File: config.mk
export PLATFORM = sky130hd
export DESIGN_NAME = mem_ddr_bridge_flat
export DESIGN_NICKNAME = d
export VERILOG_FILES = /design/src/rtl/mem_ddr_bridge_pkg.sv /design/src/rtl/mem_ddr_bridge_if.sv /design/src/rtl/mem_lane_align.sv /design/src/rtl/mem_ddr_bridge.sv /design/src/flat_wrapper.sv
export SDC_FILE = /design/constraint.sdc
export NUM_CORES = 1
export LEC_CHECK = 0
export BUFFER_PORTS_ARGS = -buffer_cell sky130_fd_sc_hd__buf_2
export CELL_PAD_IN_SITES_DETAIL_PLACEMENT = 0
export CELL_PAD_IN_SITES_GLOBAL_PLACEMENT = 2
export CORE_MARGIN = 1
export CORE_UTILIZATION = 30
export DETAILED_ROUTE_END_ITERATION = 16
export PLACE_DENSITY = 0.88
export SYNTH_ARGS = -nofsm -noshare
export SYNTH_HDL_FRONTEND = slang
export SYNTH_SLANG_ARGS = --single-unit
File: constraint.sdc
create_clock -name clk -period 4.25 [get_ports clk]
set_clock_uncertainty 0.15 [all_clocks]
set_input_delay 0.425 -clock clk [delete_from_list [all_inputs] [get_ports clk]]
set_output_delay 0.425 -clock clk [all_outputs]
set_load 0.005 [all_outputs]
File: src/rtl/mem_ddr_bridge_pkg.sv
// Shared memory-access types for the v850 memory stage: access size, bridge FSM
// states, DDR byte-mask constants and the alignment rule.
package v850_mem_pkg;

  typedef enum logic [1:0] {
    SZ_BYTE = 2'b00,
    SZ_HALF = 2'b01,
    SZ_WORD = 2'b10,
    SZ_RSVD = 2'b11
  } size_e;

  typedef enum logic [2:0] {
    ST_IDLE  = 3'd0,
    ST_CMD   = 3'd1,
    ST_WDATA = 3'd2,
    ST_RWAIT = 3'd3,
    ST_RESP  = 3'd4
  } state_e;

  // Mask bit set means the byte lane is NOT written.
  localparam logic [3:0] MASK_NONE    = 4'b1111;
  localparam logic [3:0] MASK_WORD    = 4'b0000;
  localparam logic [3:0] MASK_HALF_LO = 4'b1100;
  localparam logic [3:0] MASK_HALF_HI = 4'b0011;

  function automatic logic access_bad(input size_e size, input logic [1:0] addr_lo);
    case (size)
      SZ_BYTE: access_bad = 1'b0;
      SZ_HALF: access_bad = addr_lo[0];
      SZ_WORD: access_bad = |addr_lo;
      default: access_bad = 1'b1;
    endcase
  endfunction

endpackage

File: src/rtl/mem_ddr_bridge_if.sv
// Memory-stage request/response and DDR3 user-port signals of mem_ddr_bridge.
// Signal suffixes are relative to the bridge (slave modport).
interface mem_ddr_bridge_if;
  logic        req_valid_i;
  logic        req_ready_o;
  logic        req_write_i;
  logic [1:0]  req_size_i;
  logic        req_signed_i;
  logic [28:0] req_addr_i;
  logic [31:0] req_wdata_i;
  logic        resp_valid_o;
  logic [31:0] resp_rdata_o;
  logic        resp_err_o;
  logic        ddr_cmd_rdy_i;
  logic        ddr_enable_o;
  logic        ddr_cmd_o;
  logic [28:0] ddr_addr_o;
  logic        ddr_write_rdy_i;
  logic        ddr_write_enable_o;
  logic [31:0] ddr_write_data_o;
  logic [3:0]  ddr_write_mask_o;
  logic        ddr_write_data_end_o;
  logic [31:0] ddr_read_data_i;
  logic        ddr_read_data_valid_i;

  modport slave (
    input  req_valid_i, req_write_i, req_size_i, req_signed_i, req_addr_i, req_wdata_i,
           ddr_cmd_rdy_i, ddr_write_rdy_i, ddr_read_data_i, ddr_read_data_valid_i,
    output req_ready_o, resp_valid_o, resp_rdata_o, resp_err_o,
           ddr_enable_o, ddr_cmd_o, ddr_addr_o, ddr_write_enable_o,
           ddr_write_data_o, ddr_write_mask_o, ddr_write_data_end_o
  );

  modport master (
    output req_valid_i, req_write_i, req_size_i, req_signed_i, req_addr_i, req_wdata_i,
           ddr_cmd_rdy_i, ddr_write_rdy_i, ddr_read_data_i, ddr_read_data_valid_i,
    input  req_ready_o, resp_valid_o, resp_rdata_o, resp_err_o,
           ddr_enable_o, ddr_cmd_o, ddr_addr_o, ddr_write_enable_o,
           ddr_write_data_o, ddr_write_mask_o, ddr_write_data_end_o
  );
endinterface

File: src/rtl/mem_lane_align.sv
// Combinational byte-lane steering: store replication + write mask, load lane
// select + sign/zero extension (little-endian lanes).
module mem_lane_align
  import v850_mem_pkg::*;
(
  input  size_e       size_i,
  input  logic [1:0]  addr_lo_i,
  input  logic        signed_i,
  input  logic [31:0] wdata_i,
  input  logic [31:0] rdata_i,
  output logic [31:0] wdata_o,
  output logic [3:0]  mask_o,
  output logic [31:0] rdata_o
);

  logic [7:0]  lane_b;
  logic [15:0] lane_h;

  always_comb begin
    lane_b  = rdata_i[{addr_lo_i, 3'b000} +: 8];
    lane_h  = addr_lo_i[1] ? rdata_i[31:16] : rdata_i[15:0];
    wdata_o = wdata_i;
    mask_o  = MASK_NONE;
    rdata_o = rdata_i;
    case (size_i)
      SZ_BYTE: begin
        wdata_o = {4{wdata_i[7:0]}};
        mask_o  = ~(4'b0001 << addr_lo_i);
        rdata_o = {{24{signed_i & lane_b[7]}}, lane_b};
      end
      SZ_HALF: begin
        wdata_o = {2{wdata_i[15:0]}};
        mask_o  = addr_lo_i[1] ? MASK_HALF_HI : MASK_HALF_LO;
        rdata_o = {{16{signed_i & lane_h[15]}}, lane_h};
      end
      SZ_WORD: mask_o = MASK_WORD;
      default: mask_o = MASK_NONE;
    endcase
  end

endmodule

File: src/rtl/mem_ddr_bridge.sv
// Memory-stage to DDR3 user-port bridge, one access in flight (IDLE/CMD/WDATA/RWAIT/RESP).
// Define MEM_DDR_BRIDGE_TIMEOUT_EN to bound RWAIT by TIMEOUT_CYCLES (error response, rdata 0).
module mem_ddr_bridge
  import v850_mem_pkg::*;
#(
  parameter int unsigned TIMEOUT_CYCLES = 255
) (
  input  logic             clk,
  input  logic             rst,
  mem_ddr_bridge_if.slave  bus
);

  if (TIMEOUT_CYCLES == 0) begin : g_cfg_check
    $error("mem_ddr_bridge: TIMEOUT_CYCLES must be nonzero");
  end

  state_e      state_q, state_d;
  logic        write_q, write_d;
  logic        signed_q, signed_d;
  logic        err_q, err_d;
  size_e       size_q, size_d;
  logic [28:0] addr_q, addr_d;
  logic [31:0] wdata_q, wdata_d;
  logic [31:0] rdata_q, rdata_d;
  logic [31:0] lane_wdata, lane_rdata;
  logic [3:0]  lane_mask;

`ifdef MEM_DDR_BRIDGE_TIMEOUT_EN
  localparam int CNT_W = $clog2(TIMEOUT_CYCLES + 1);
  logic [CNT_W-1:0] cnt_q, cnt_d;
`endif

  mem_lane_align u_align (
    .size_i    (size_q),
    .addr_lo_i (addr_q[1:0]),
    .signed_i  (signed_q),
    .wdata_i   (wdata_q),
    .rdata_i   (bus.ddr_read_data_i),
    .wdata_o   (lane_wdata),
    .mask_o    (lane_mask),
    .rdata_o   (lane_rdata)
  );

  always_ff @(posedge clk or posedge rst) begin
    if (rst) begin
      state_q  <= ST_IDLE;
      write_q  <= 1'b0;
      signed_q <= 1'b0;
      err_q    <= 1'b0;
      size_q   <= SZ_BYTE;
      addr_q   <= '0;
      wdata_q  <= '0;
      rdata_q  <= '0;
`ifdef MEM_DDR_BRIDGE_TIMEOUT_EN
      cnt_q    <= '0;
`endif
    end else begin
      state_q  <= state_d;
      write_q  <= write_d;
      signed_q <= signed_d;
      err_q    <= err_d;
      size_q   <= size_d;
      addr_q   <= addr_d;
      wdata_q  <= wdata_d;
      rdata_q  <= rdata_d;
`ifdef MEM_DDR_BRIDGE_TIMEOUT_EN
      cnt_q    <= cnt_d;
`endif
    end
  end

  always_comb begin
    state_d  = state_q;
    write_d  = write_q;
    signed_d = signed_q;
    err_d    = err_q;
    size_d   = size_q;
    addr_d   = addr_q;
    wdata_d  = wdata_q;
    rdata_d  = rdata_q;
`ifdef MEM_DDR_BRIDGE_TIMEOUT_EN
    cnt_d    = cnt_q;
`endif
    case (state_q)
      ST_IDLE: if (bus.req_valid_i) begin
        write_d  = bus.req_write_i;
        signed_d = bus.req_signed_i;
        size_d   = size_e'(bus.req_size_i);
        addr_d   = bus.req_addr_i;
        wdata_d  = bus.req_wdata_i;
        // Bad accesses answer directly without touching the DDR port.
        err_d    = access_bad(size_e'(bus.req_size_i), bus.req_addr_i[1:0]);
        state_d  = err_d ? ST_RESP : ST_CMD;
      end
      ST_CMD: if (bus.ddr_cmd_rdy_i) begin
        state_d = write_q ? ST_WDATA : ST_RWAIT;
`ifdef MEM_DDR_BRIDGE_TIMEOUT_EN
        cnt_d   = '0;
`endif
      end
      ST_WDATA: if (bus.ddr_write_rdy_i) state_d = ST_RESP;
      ST_RWAIT: begin
        if (bus.ddr_read_data_valid_i) begin
          rdata_d = lane_rdata;
          state_d = ST_RESP;
        end
`ifdef MEM_DDR_BRIDGE_TIMEOUT_EN
        else if (cnt_q == CNT_W'(TIMEOUT_CYCLES - 1)) begin
          rdata_d = '0;
          err_d   = 1'b1;
          state_d = ST_RESP;
        end else begin
          cnt_d = cnt_q + 1'b1;
        end
`endif
      end
      ST_RESP: state_d = ST_IDLE;
      default: state_d = ST_IDLE;
    endcase
  end

  assign bus.req_ready_o          = (state_q == ST_IDLE);
  assign bus.resp_valid_o         = (state_q == ST_RESP);
  assign bus.resp_err_o           = (state_q == ST_RESP) & err_q;
  assign bus.resp_rdata_o         = rdata_q;
  assign bus.ddr_enable_o         = (state_q == ST_CMD);
  assign bus.ddr_cmd_o            = (state_q == ST_CMD) & write_q;
  assign bus.ddr_addr_o           = {addr_q[28:2], 2'b00};
  assign bus.ddr_write_enable_o   = (state_q == ST_WDATA);
  assign bus.ddr_write_data_end_o = (state_q == ST_WDATA);
  assign bus.ddr_write_data_o     = (state_q == ST_WDATA) ? lane_wdata : 32'h0;
  assign bus.ddr_write_mask_o     = (state_q == ST_WDATA) ? lane_mask : 4'h0;

endmodule

File: src/flat_wrapper.sv
// flat-port wrapper written by rule: the top's interface ports become plain ports
module mem_ddr_bridge_flat import v850_mem_pkg::*;
#(
  parameter int unsigned TIMEOUT_CYCLES = 255
)
  (clk, rst, bus_req_valid_i, bus_req_write_i, bus_req_size_i, bus_req_signed_i, bus_req_addr_i, bus_req_wdata_i, bus_ddr_cmd_rdy_i, bus_ddr_write_rdy_i, bus_ddr_read_data_i, bus_ddr_read_data_valid_i, bus_req_ready_o, bus_resp_valid_o, bus_resp_rdata_o, bus_resp_err_o, bus_ddr_enable_o, bus_ddr_cmd_o, bus_ddr_addr_o, bus_ddr_write_enable_o, bus_ddr_write_data_o, bus_ddr_write_mask_o, bus_ddr_write_data_end_o);
  mem_ddr_bridge_if bus_i ();
  input  logic clk;
  input  logic rst;
  input wire logic [$bits(bus_i.req_valid_i)-1:0] bus_req_valid_i;
  input wire logic [$bits(bus_i.req_write_i)-1:0] bus_req_write_i;
  input wire logic [$bits(bus_i.req_size_i)-1:0] bus_req_size_i;
  input wire logic [$bits(bus_i.req_signed_i)-1:0] bus_req_signed_i;
  input wire logic [$bits(bus_i.req_addr_i)-1:0] bus_req_addr_i;
  input wire logic [$bits(bus_i.req_wdata_i)-1:0] bus_req_wdata_i;
  input wire logic [$bits(bus_i.ddr_cmd_rdy_i)-1:0] bus_ddr_cmd_rdy_i;
  input wire logic [$bits(bus_i.ddr_write_rdy_i)-1:0] bus_ddr_write_rdy_i;
  input wire logic [$bits(bus_i.ddr_read_data_i)-1:0] bus_ddr_read_data_i;
  input wire logic [$bits(bus_i.ddr_read_data_valid_i)-1:0] bus_ddr_read_data_valid_i;
  output wire logic [$bits(bus_i.req_ready_o)-1:0] bus_req_ready_o;
  output wire logic [$bits(bus_i.resp_valid_o)-1:0] bus_resp_valid_o;
  output wire logic [$bits(bus_i.resp_rdata_o)-1:0] bus_resp_rdata_o;
  output wire logic [$bits(bus_i.resp_err_o)-1:0] bus_resp_err_o;
  output wire logic [$bits(bus_i.ddr_enable_o)-1:0] bus_ddr_enable_o;
  output wire logic [$bits(bus_i.ddr_cmd_o)-1:0] bus_ddr_cmd_o;
  output wire logic [$bits(bus_i.ddr_addr_o)-1:0] bus_ddr_addr_o;
  output wire logic [$bits(bus_i.ddr_write_enable_o)-1:0] bus_ddr_write_enable_o;
  output wire logic [$bits(bus_i.ddr_write_data_o)-1:0] bus_ddr_write_data_o;
  output wire logic [$bits(bus_i.ddr_write_mask_o)-1:0] bus_ddr_write_mask_o;
  output wire logic [$bits(bus_i.ddr_write_data_end_o)-1:0] bus_ddr_write_data_end_o;
  assign bus_i.req_valid_i = bus_req_valid_i;
  assign bus_i.req_write_i = bus_req_write_i;
  assign bus_i.req_size_i = bus_req_size_i;
  assign bus_i.req_signed_i = bus_req_signed_i;
  assign bus_i.req_addr_i = bus_req_addr_i;
  assign bus_i.req_wdata_i = bus_req_wdata_i;
  assign bus_i.ddr_cmd_rdy_i = bus_ddr_cmd_rdy_i;
  assign bus_i.ddr_write_rdy_i = bus_ddr_write_rdy_i;
  assign bus_i.ddr_read_data_i = bus_ddr_read_data_i;
  assign bus_i.ddr_read_data_valid_i = bus_ddr_read_data_valid_i;
  assign bus_req_ready_o = bus_i.req_ready_o;
  assign bus_resp_valid_o = bus_i.resp_valid_o;
  assign bus_resp_rdata_o = bus_i.resp_rdata_o;
  assign bus_resp_err_o = bus_i.resp_err_o;
  assign bus_ddr_enable_o = bus_i.ddr_enable_o;
  assign bus_ddr_cmd_o = bus_i.ddr_cmd_o;
  assign bus_ddr_addr_o = bus_i.ddr_addr_o;
  assign bus_ddr_write_enable_o = bus_i.ddr_write_enable_o;
  assign bus_ddr_write_data_o = bus_i.ddr_write_data_o;
  assign bus_ddr_write_mask_o = bus_i.ddr_write_mask_o;
  assign bus_ddr_write_data_end_o = bus_i.ddr_write_data_end_o;
  mem_ddr_bridge #(.TIMEOUT_CYCLES(TIMEOUT_CYCLES)) u_core (.clk(clk), .rst(rst), .bus(bus_i));
endmodule
Yosys cells after proc, flatten, opt, wreduce, memory -nomap -nowiden. Cells that the tools add are included.

Register bits after elaboration: 101.

Eq/ne operators: 12. Shift operators: 2. Mux-type cells: 17. Bitwise operators: 5. Reduce and logical (&&, ||, !) cells: 7.

Operators by type and width (count): $pmux W32 S2 (2); $mux W32 (1); $shiftx A32 B6 Y8 (1); $mux W16 (1); $mux W3 (5); $pmux W3 S4 (1); $pmux W4 S3 (1); $mux W4 (2); $ne A2 B2 Y1 const B (4); $eq A3 B2 Y1 const B (2); $and A1 B1 Y1 (4); $eq A2 B1 Y1 const B (2); $eq A2 B2 Y1 const B (2); $logic_not A2 Y1 (2); $not A4 Y4 (1); $reduce_and A2 Y1 (2); $reduce_and A4 Y1 (1); $shl A1 B2 Y4 const A (1); $eq A3 B1 Y1 const B (1); $eq A3 B3 Y1 const B (1); $logic_not A3 Y1 (1); $mux W1 (3); $pmux W1 S3 (1); $reduce_or A2 Y1 (1).

Logic depth before layout (Yosys ltp). Gate-level depths: netlist (run 1).

Depth after elaboration: 7. Mapped depth: 8. Gate-level depth less buffers: 4.

By module. From an unflattened synthesis (run 1), not the netlist that was laid out.

Cell total of the unflattened synthesis: 467. Area total of the unflattened synthesis: 5620.4 um2.

Modules (own cells, without submodules): mem_ddr_bridge (instances 1, cells each 304, area an instance 4501.8 um2); mem_lane_align (instances 1, cells each 163, area an instance 1118.6 um2).

Worst setup path after synthesis (run 1). OpenSTA, ideal clock, no wires.

Path type: reg-to-output. Start point: reg u_core.state_q[1]. End point: out bus_ddr_write_data_o[16]. Arrival: 1274 ps. Slack: 2401 ps. Cell stages (with the launch flop): 6. Buffers on the path: 3. Path through: dfrtp_1 > buf_4 > nand3_1 > clkbuf_1 > clkbuf_1 > nor2_1.

Word-level cells in the longest chain between the ends: 2.

Ends and longest elaborated chain: start, declared (line mem_ddr_bridge.sv:17) `state_e state_q, state_d;`; start signal, assigned (line mem_ddr_bridge.sv:58) `state_q <= state_d;`; $eq A3 B2 Y1 (line mem_ddr_bridge.sv:131) `assign bus.ddr_write_data_o = (state_q == ST_WDATA) ? lane_wdata : 32'h0;`; $mux W32 (line mem_ddr_bridge.sv:131); end, declared (line flat_wrapper.sv:28) `output wire logic [$bits(bus_i.ddr_write_data_o)-1:0] bus_ddr_write_data_o;`.

Every way passes these cells.

Final worst setup path (run 1).
Start point: reg u_core.size_q[1]. End point: out bus_ddr_write_data_o[8].

Word-level cells in the longest chain between the ends: 3. Elaborated cells on any way between the ends: 4. Classes of those cells: 1 x eq/ne; 2 x mux; 1 x reduce/logical.

Ends and longest elaborated chain: start, declared (line mem_ddr_bridge.sv:21) `size_e size_q, size_d;`; start signal, assigned (line mem_ddr_bridge.sv:62) `size_q <= size_d;`; $eq A2 B1 Y1 / $logic_not A2 Y1 (equally long branches) (line mem_lane_align.sv:25) `case (size_i)`; $pmux W32 S2 (*) (line mem_lane_align.sv:25); $mux W32 (*) (line mem_ddr_bridge.sv:131).

Mark *: on every way between the ends. The rest lies on a longest branch, timed or not.

==> results.py, run 1 <==
metrics = {
    "run_status": {
        "status": "complete, no violations",
    },
    "timing": {
        "rsz0062_at_grt": "no",
        "setup-tns-final_ns": 0,
        "worstMarginPinSlew_ns": 1.07,
        "setup_violations": 0,
        "max_freq_mhz": 356,
        "hold_ws_ns": 0.143,
        "drv_slew": 0,
        "hold_violations": 0,
        "final.period_utilization_pct": 66.1,
        "slew_headroom_pct": 28.7,
        "min_period_ns": 2.81,
    },
    "drt": {
        "drc": 0,
        "ant_nets": 0,
        "routedWlPerCell_um": 16.9,
        "wirelength_um": 14700,
        "vias": 4292,
        "drt_iter0_markers": 182,
        "routed_via_density": 4.95,
        "firstDrtPassIters": 6,
    },
    "placement": {
        "dpl.cell_count": 851,
        "dpl_cell_area_um2": 6190,
        "port_buffers": 204,
        "dp.final_hpwl_um": 10400,
        "gp_congestion": 0.835,
    },
    "power": {
        "peakVddDrop_mv": 0.232,
        "power_density_nw_per_um2": 717,
        "p_leak_nw": 3.25,
    },
    "die": {
        "rows": 48,
        "coreArea_um2": 17200,
        "initial_core_util_pct": 30.7,
        "die_area_um2": 18200,
        "dieHeight_um": 135,
        "fp.dieW_um": 135,
        "io-pin-count": 207,
    },
    "logic_synthesis": {
        "syn-cell-area_um2": 5290,
        "synthArstFlopShare_pct": 100,
        "synth.top_cell.area_share_pct": 47.8,
        "synthFlopType": "dfrtp_1",
        "yosys-top-cells-area": "dfrtp_1, mux2_2, buf_4, mux2i_1, nor2_1",
        "synthCells": 483,
        "netlist-cell-type-count": 44,
        "synth.avg_cell_area_um2": 10.9,
        "ys_ff_latch": 101,
        "yosysSeqAreaShare_pct": 47.8,
        "synth-edff-count": 0,
        "yosysTopAreaCell": "dfrtp_1",
        "synth_warnings": 0,
    },
    "finish": {
        "n_fill_cell": 1739,
        "nets": 740,
        "diodes": 0,
        "seqCellArea_um2": 2530,
        "final_area_um2": 6510,
        "drive_above_1_share_pct": 48.4,
        "multi_input_area_um2": 2300,
        "syn_to_final_growth_pct": 23.1,
        "layoutNonFillerInstCount": 867,
    },
    "clocking": {
        "clk_latency_ns": 0.35,
        "ctsHoldBuffers": 0,
        "cts_root_buf": "clkbuf_16",
        "cts_sinks": 101,
        "numCtsBuffers": 9,
        "cts_tree": "built",
        "htree_levels": 3,
        "clkSlewWorstSetupHoldPaths_ns": 0.07,
        "clk_path_buf_depth": 2,
        "cts_resized": 0,
        "post_cts_buffers": 0,
    },
    "hold_path": {
        "min_from": "bus_req_addr_i[8]",
        "min_delay_path_depth": 2,
        "hold_end": "u_core.addr_q[8]$_DFFE_PP0P_",
        "hold_path_class": "input pin to flip-flop",
    },
    "critical_path": {
        "critPathLaunchType": "flip-flop",
        "ff2ff_setup_slack_ns": 1.75,
        "critPathKind": "flip-flop to output port",
        "path_delay_family": "simple AND/OR/NAND/NOR gates",
        "cp.arrival_ns": 2.23,
        "cp_slowest_cell": "nor2_1",
        "crit_chain": "nor2_1 -> nand2_1 -> a21oi_1 -> buf_2",
        "path_max_fanout": 28,
        "slowest_delay_ns": 0.82,
        "endpoint_kind": "output port",
        "cp-startpoint": "u_core.size_q[1]$_DFFE_PP0P_",
        "worstReg2RegStart": "u_core.size_q[1]$_DFFE_PP0P_",
        "r2r_end": "u_core.bus.resp_rdata_o[13]$_DFFE_PP0P_",
        "cp_data_required_time_ns": 3.67,
        "r2r_cells": 5,
        "critical_path_buf_inv_count": 1,
    },
    "global_route": {
        "grt_pass1_vias": 4249,
        "grt_max_degree": 80,
        "track_usage_pct": 16.4,
        "grt_pass1_wl_um": 22900,
        "overflow": 0,
        "antenna_found_initial": 0,
    },
    "run": {
        "drv_cap": 0,
    },
}
metal layers:
metal	wire, µm	GRT usage (%)	vias to the layer above
li1	-	-	1982
met1	6400	21.5	2111
met2	6910	26.4	180
met3	1090	3.68	19
met4	266	5.87	0
met5	0	0	-
cell usage after synthesis (6+ instances only):
| library cell | instances |
|---|---|
| clkbuf_1 | 13 |
| mux2_2 | 66 |
| mux2i_1 | 18 |
| and2_1 | 11 |
| nand3_2 | 10 |
| inv_1 | 7 |
| nor2_1 | 43 |
| buf_2 | 8 |
| a22oi_1 | 7 |
| buf_6 | 6 |
| buf_4 | 37 |
| dfrtp_1 | 101 |
| a221o_1 | 7 |
| a32oi_1 | 7 |
| a22o_1 | 7 |
| nand2_1 | 38 |
| nand3_1 | 24 |
| a21oi_1 | 31 |
state kept, by name (all words and copies together) (netlist names):
register,flops
u_core.addr_q,29
u_core.bus.resp_rdata_o,32
u_core.err_q,1
u_core.signed_q,1
u_core.size_q,2
u_core.state_q,3
u_core.wdata_q,32
u_core.write_q,1
through the flow:
step | total power [mW] | setup WS [ns] | util [%]
4_1_cts | 4.74 | 1.35 | 37.8
2_1_floorplan | 3.29 | 1.03 | -
3_5_place_dp | 3.80 | 1.75 | 35.9
6_report | 4.67 | 1.44 | 37.8
5_1_grt | 5.02 | 1.21 | 37.8
3_3_place_gp | 3.74 | 1.86 | 35.9
worst max path at each step:
stage | endpoint | slack [ns] | cells past startpoint
floorplan | u_core.addr_q[0]$_DFFE_PP0P_ | 1.03 | 1
global placement | bus_ddr_write_data_o[13] | 1.86 | 4
detailed placement | bus_ddr_write_data_o[8] | 1.75 | 4
CTS | bus_ddr_write_data_o[8] | 1.35 | 4
global route | bus_ddr_write_data_o[8] | 1.21 | 4
finish | bus_ddr_write_data_o[8] | 1.44 | 4
logic make-up (layout without fill, tap and decap cells):
group                  after synthesis  count (layout)  share of synthesized area [%]
AOI/OAI and AO/OA                   75              75                           10.5
and+or+nand+nor                    143             143                           13.9
DFF                                101             101                           47.8
muxes                               90              90                           18.9
other                                1               2                         0.0709
buffers and inverters               73             231                           8.85
where the power goes:
| group | internal [mW] | switching (mW) | leakage, nW | total, mW |
|---|---|---|---|---|
| clock network | 0.519 | 0.388 | 0.152 | 0.907 |
| logic | 0.995 | 0.948 | 1.87 | 1.94 |
| registers | 1.43 | 0.391 | 1.23 | 1.82 |
| total | 2.94 | 1.73 | 3.25 | 4.67 |
layout by cell type, fill, tap and decap left out, types with 4 or more instances in the layout:
cell type	count
nor2_1	43
a22oi_1	7
nand3_1	24
clkbuf_16	9
a221o_1	7
a21oi_1	31
inv_1	6
dfrtp_1	100
a32oi_1	7
nand2_1	38
nand3_2	10
mux2_2	66
and2_1	10
o21ai_0	5
buf_4	4
mux2_1	5
a22o_1	7
buf_2	204
mux2i_1	18
area by class of cell:
class / instances / area share [%]
Sequential cell: 101 / 38.8
Clock buffer: 9 / 3.46
Clock inverter: 7 / 1.50
Multi-Input combinational cell: 310 / 35.3
Timing Repair Buffer: 208 / 16.1
Inverter: 7 / 0.442
Tap cell: 225 / 4.32
(Power assumes the default switching activity.)
==> inputs of run 2 (changes only) <==
- ABC_AREA: default -> 1
- CORE_UTILIZATION: 30 -> 25
- PLACE_DENSITY: 0.88 -> 0.84
- clock period: 4.25 -> 2.3 ns (I/O delays scaled with it)
==> run 2 against run 1 <==
Effect of this change:
- clock-buffer cell count is 2 higher
- critical endpoint is now bus_ddr_write_mask_o[2]
- via count is 13% higher
- first-iteration DRC count is 4.4% higher
- worst hold slack worse by 0.12 ns
- largest cell class unchanged
- die area is 19% higher
- synthesized cell count is 26% higher
- synthesized area is 0.17% lower
- non-clock buffer count is 81 higher
- critical path depth is 2 higher
- total power is 90% higher
==> results.py, run 2 <==
metrics = {
    "placement": {
        "dp.final_hpwl_um": 11900,
        "port_buffers": 204,
        "gp_congestion": 0.792,
    },
    "drt": {
        "drc": 0,
        "vias": 4868,
        "firstDrtPassIters": 4,
        "ant_nets": 0,
        "wirelength_um": 16600,
        "drt_iter0_markers": 190,
        "routedWlPerCell_um": 14.8,
        "routed_via_density": 4.34,
    },
    "finish": {
        "drive_above_1_share_pct": 37.4,
        "nets": 949,
        "syn_to_final_growth_pct": 39.3,
        "final_cell_mix": "buf_2, dfrtp_1, nand2_1",
        "n_fill_cell": 2221,
        "layout_commonest_cell": "buf_2",
    },
    "timing": {
        "hold_violations": 0,
        "rsz0062_at_grt": "no",
        "final.period_utilization_pct": 93.1,
        "min_period_ns": 2.14,
        "slew_headroom_pct": 53.0,
        "drv_slew": 0,
        "setup-tns-final_ns": 0,
        "worstMarginPinSlew_ns": 0.700,
        "setup_violations": 0,
        "max_freq_mhz": 467,
    },
    "critical_path": {
        "cp_slowest_cell": "dfrtp_1",
        "cp.arrival_ns": 1.76,
        "crit_chain": "buf_4 -> nor2_2 -> buf_4 -> nand2_1 -> a21oi_2 -> buf_2",
        "slowest_delay_ns": 0.43,
        "ff2ff_setup_slack_ns": 0.45,
        "path_delay_family": "buffers and inverters",
        "endpoint_kind": "output port",
        "cp_data_required_time_ns": 1.92,
        "cp-startpoint": "u_core.size_q[1]$_DFFE_PP0P_",
        "r2r_end": "u_core.addr_q[19]$_DFFE_PP0P_",
        "path_max_fanout": 20,
        "critical_path_buf_inv_count": 3,
        "r2r_cells": 4,
        "critPathKind": "flip-flop to output port",
        "critPathLaunchType": "flip-flop",
        "worstReg2RegStart": "u_core.state_q[1]$_DFFE_PP0P_",
        "cp_common_cell": "buf_4",
    },
    "run": {
        "drv_cap": 0,
    },
    "clocking": {
        "cts_root_buf": "clkbuf_16",
        "clk_latency_ns": 0.34,
        "numCtsBuffers": 9,
        "post_cts_buffers": 0,
        "clkSlewWorstSetupHoldPaths_ns": 0.07,
        "cts_sinks": 101,
        "htree_levels": 3,
        "cts_tree": "built",
        "clk_path_buf_depth": 2,
    },
    "logic_synthesis": {
        "ys_ff_latch": 101,
        "syn-cell-area_um2": 5280,
        "post-synth-top-count-cell": "dfrtp_1",
        "synthArstFlopShare_pct": 100,
        "yosysTopAreaCell": "dfrtp_1",
        "synth-edff-count": 0,
        "netlist-cell-type-count": 28,
        "synth_warnings": 0,
        "yosys-top-cells-area": "dfrtp_1, mux2_2, nand2_1, a21oi_1, nand3_1",
        "synth.avg_cell_area_um2": 8.68,
        "synth.top_cell.area_share_pct": 47.9,
        "yosysSeqAreaShare_pct": 47.9,
        "synthCells": 608,
        "synthFlopType": "dfrtp_1",
        "yosys-top-cells-count": "dfrtp_1, nand2_1, a21oi_1",
    },
    "power": {
        "p_leak_nw": 3.88,
        "peakVddDrop_mv": 0.525,
        "total_power_mw": 8.86,
        "power_density_nw_per_um2": 1200,
    },
    "die": {
        "dieHeight_um": 147,
        "initial_core_util_pct": 25.8,
        "die_area_um2": 21700,
        "io-pin-count": 207,
        "rows": 52,
        "fp.dieW_um": 147,
        "coreArea_um2": 20500,
    },
    "global_route": {
        "grt_max_degree": 102,
        "track_usage_pct": 15.8,
        "overflow": 0,
        "grt_pass1_vias": 5192,
        "antenna_found_initial": 2,
        "grt.met1_usage_pct": 19.6,
        "gr-usage-met3_pct": 4.35,
        "grt_pass1_wl_um": 26800,
        "grtUsageMet2_pct": 27.2,
        "grt.busiest_layer": "met2",
    },
    "hold_path": {
        "hold_end": "u_core.size_q[1]$_DFFE_PP0P_",
        "min_from": "bus_req_size_i[1]",
        "min_delay_path_depth": 3,
        "hold_path_class": "input pin to flip-flop",
    },
    "run_status": {
        "status": "complete, no violations",
    },
}
## run 2: changes by cell type after synthesis, moves of 22 or more
cell / previous run / this run
nand2_1: 38 / 99
inv_1: 7 / 64
a21oi_1: 31 / 67
or2_2: 1 / 30
nand3_1: 24 / 50
mux2_2: 66 / 44
## run 2: repair_timing
action,CTS,global route
endpoints found under the hold margin,167,0
resized for setup,1,4
setup endpoints to repair,1,5
hold buffers,67,0
pin swaps,0,0
gates cloned,0,0
## run 2: how the worst max path moves through the flow
stage	slack (ns)	depth (start not counted)	to
after global routing	0.0001	6	bus_ddr_write_mask_o[2]
after CTS	0.06	6	bus_ddr_write_mask_o[2]
after floorplan	0.72	1	u_core.addr_q[0]$_DFFE_PP0P_
final	0.16	6	bus_ddr_write_mask_o[2]
after detailed placement	0.36	6	bus_ddr_write_mask_o[2]
after global placement	0.39	6	bus_ddr_write_mask_o[2]
## run 2: kinds of logic (layout without fill, tap and decap cells)
group           count (synthesis)  in the layout  synth area share [%]
simple gates                  224            224                  19.2
buf+inv                       129            370                  12.7
compound gates                109            109                  10.8
flops                         101            101                  47.9
mux                            44             44                  9.38
other cells                     1              4                0.0710
## run 2: layout make-up
cell class,count,area [µm²],area share (%)
Multi-Input combinational cell,379,2090,28.5
Inverter,66,251,3.42
Clock buffer,11,233,3.16
Tap cell,270,338,4.59
Timing Repair Buffer,289,1860,25.2
Antenna cell,2,5.00,0.0681
Clock inverter,4,50.0,0.681
Sequential cell,101,2530,34.4
## run 2: power by group
| group | internal (mW) | switching (mW) | total [mW] |
|---|---|---|---|
| Clock | 0.839 | 0.696 | 1.53 |
| Combinational | 1.94 | 2.20 | 4.14 |
| Sequential | 2.66 | 0.523 | 3.19 |
## run 2: per-stage QoR
stage | hold WS (ns) | cell area [µm²] | worst slack [ns] | std cells | util, %
detailed placement | 0.299 | 6380 | 0.361 | 1038 | 31.2
floorplan | 0.224 | 5290 | 0.716 | 609 | -
global route | 0.0206 | 7350 | 0.000111 | 1120 | 35.9
CTS | 0.00268 | 7340 | 0.0608 | 1120 | 35.8
global placement | 0.305 | 6380 | 0.389 | 1038 | 31.2
finish | 0.0181 | 7350 | 0.158 | 1122 | 35.9
## run 2: metal layers
layer / wire length (µm) / share of wire, % / up-vias
met4: 134 / 0.80 / 2
li1: - / - / 2413
met5: 11 / 0.066 / -
met3: 1140 / 6.9 / 14
met2: 7930 / 48 / 174
met1: 7420 / 45 / 2265
## run 2: worst min-delay path, cell delays in order
cell     delay, ns
buf_2         0.10
inv_1         0.07
o21ai_1       0.08
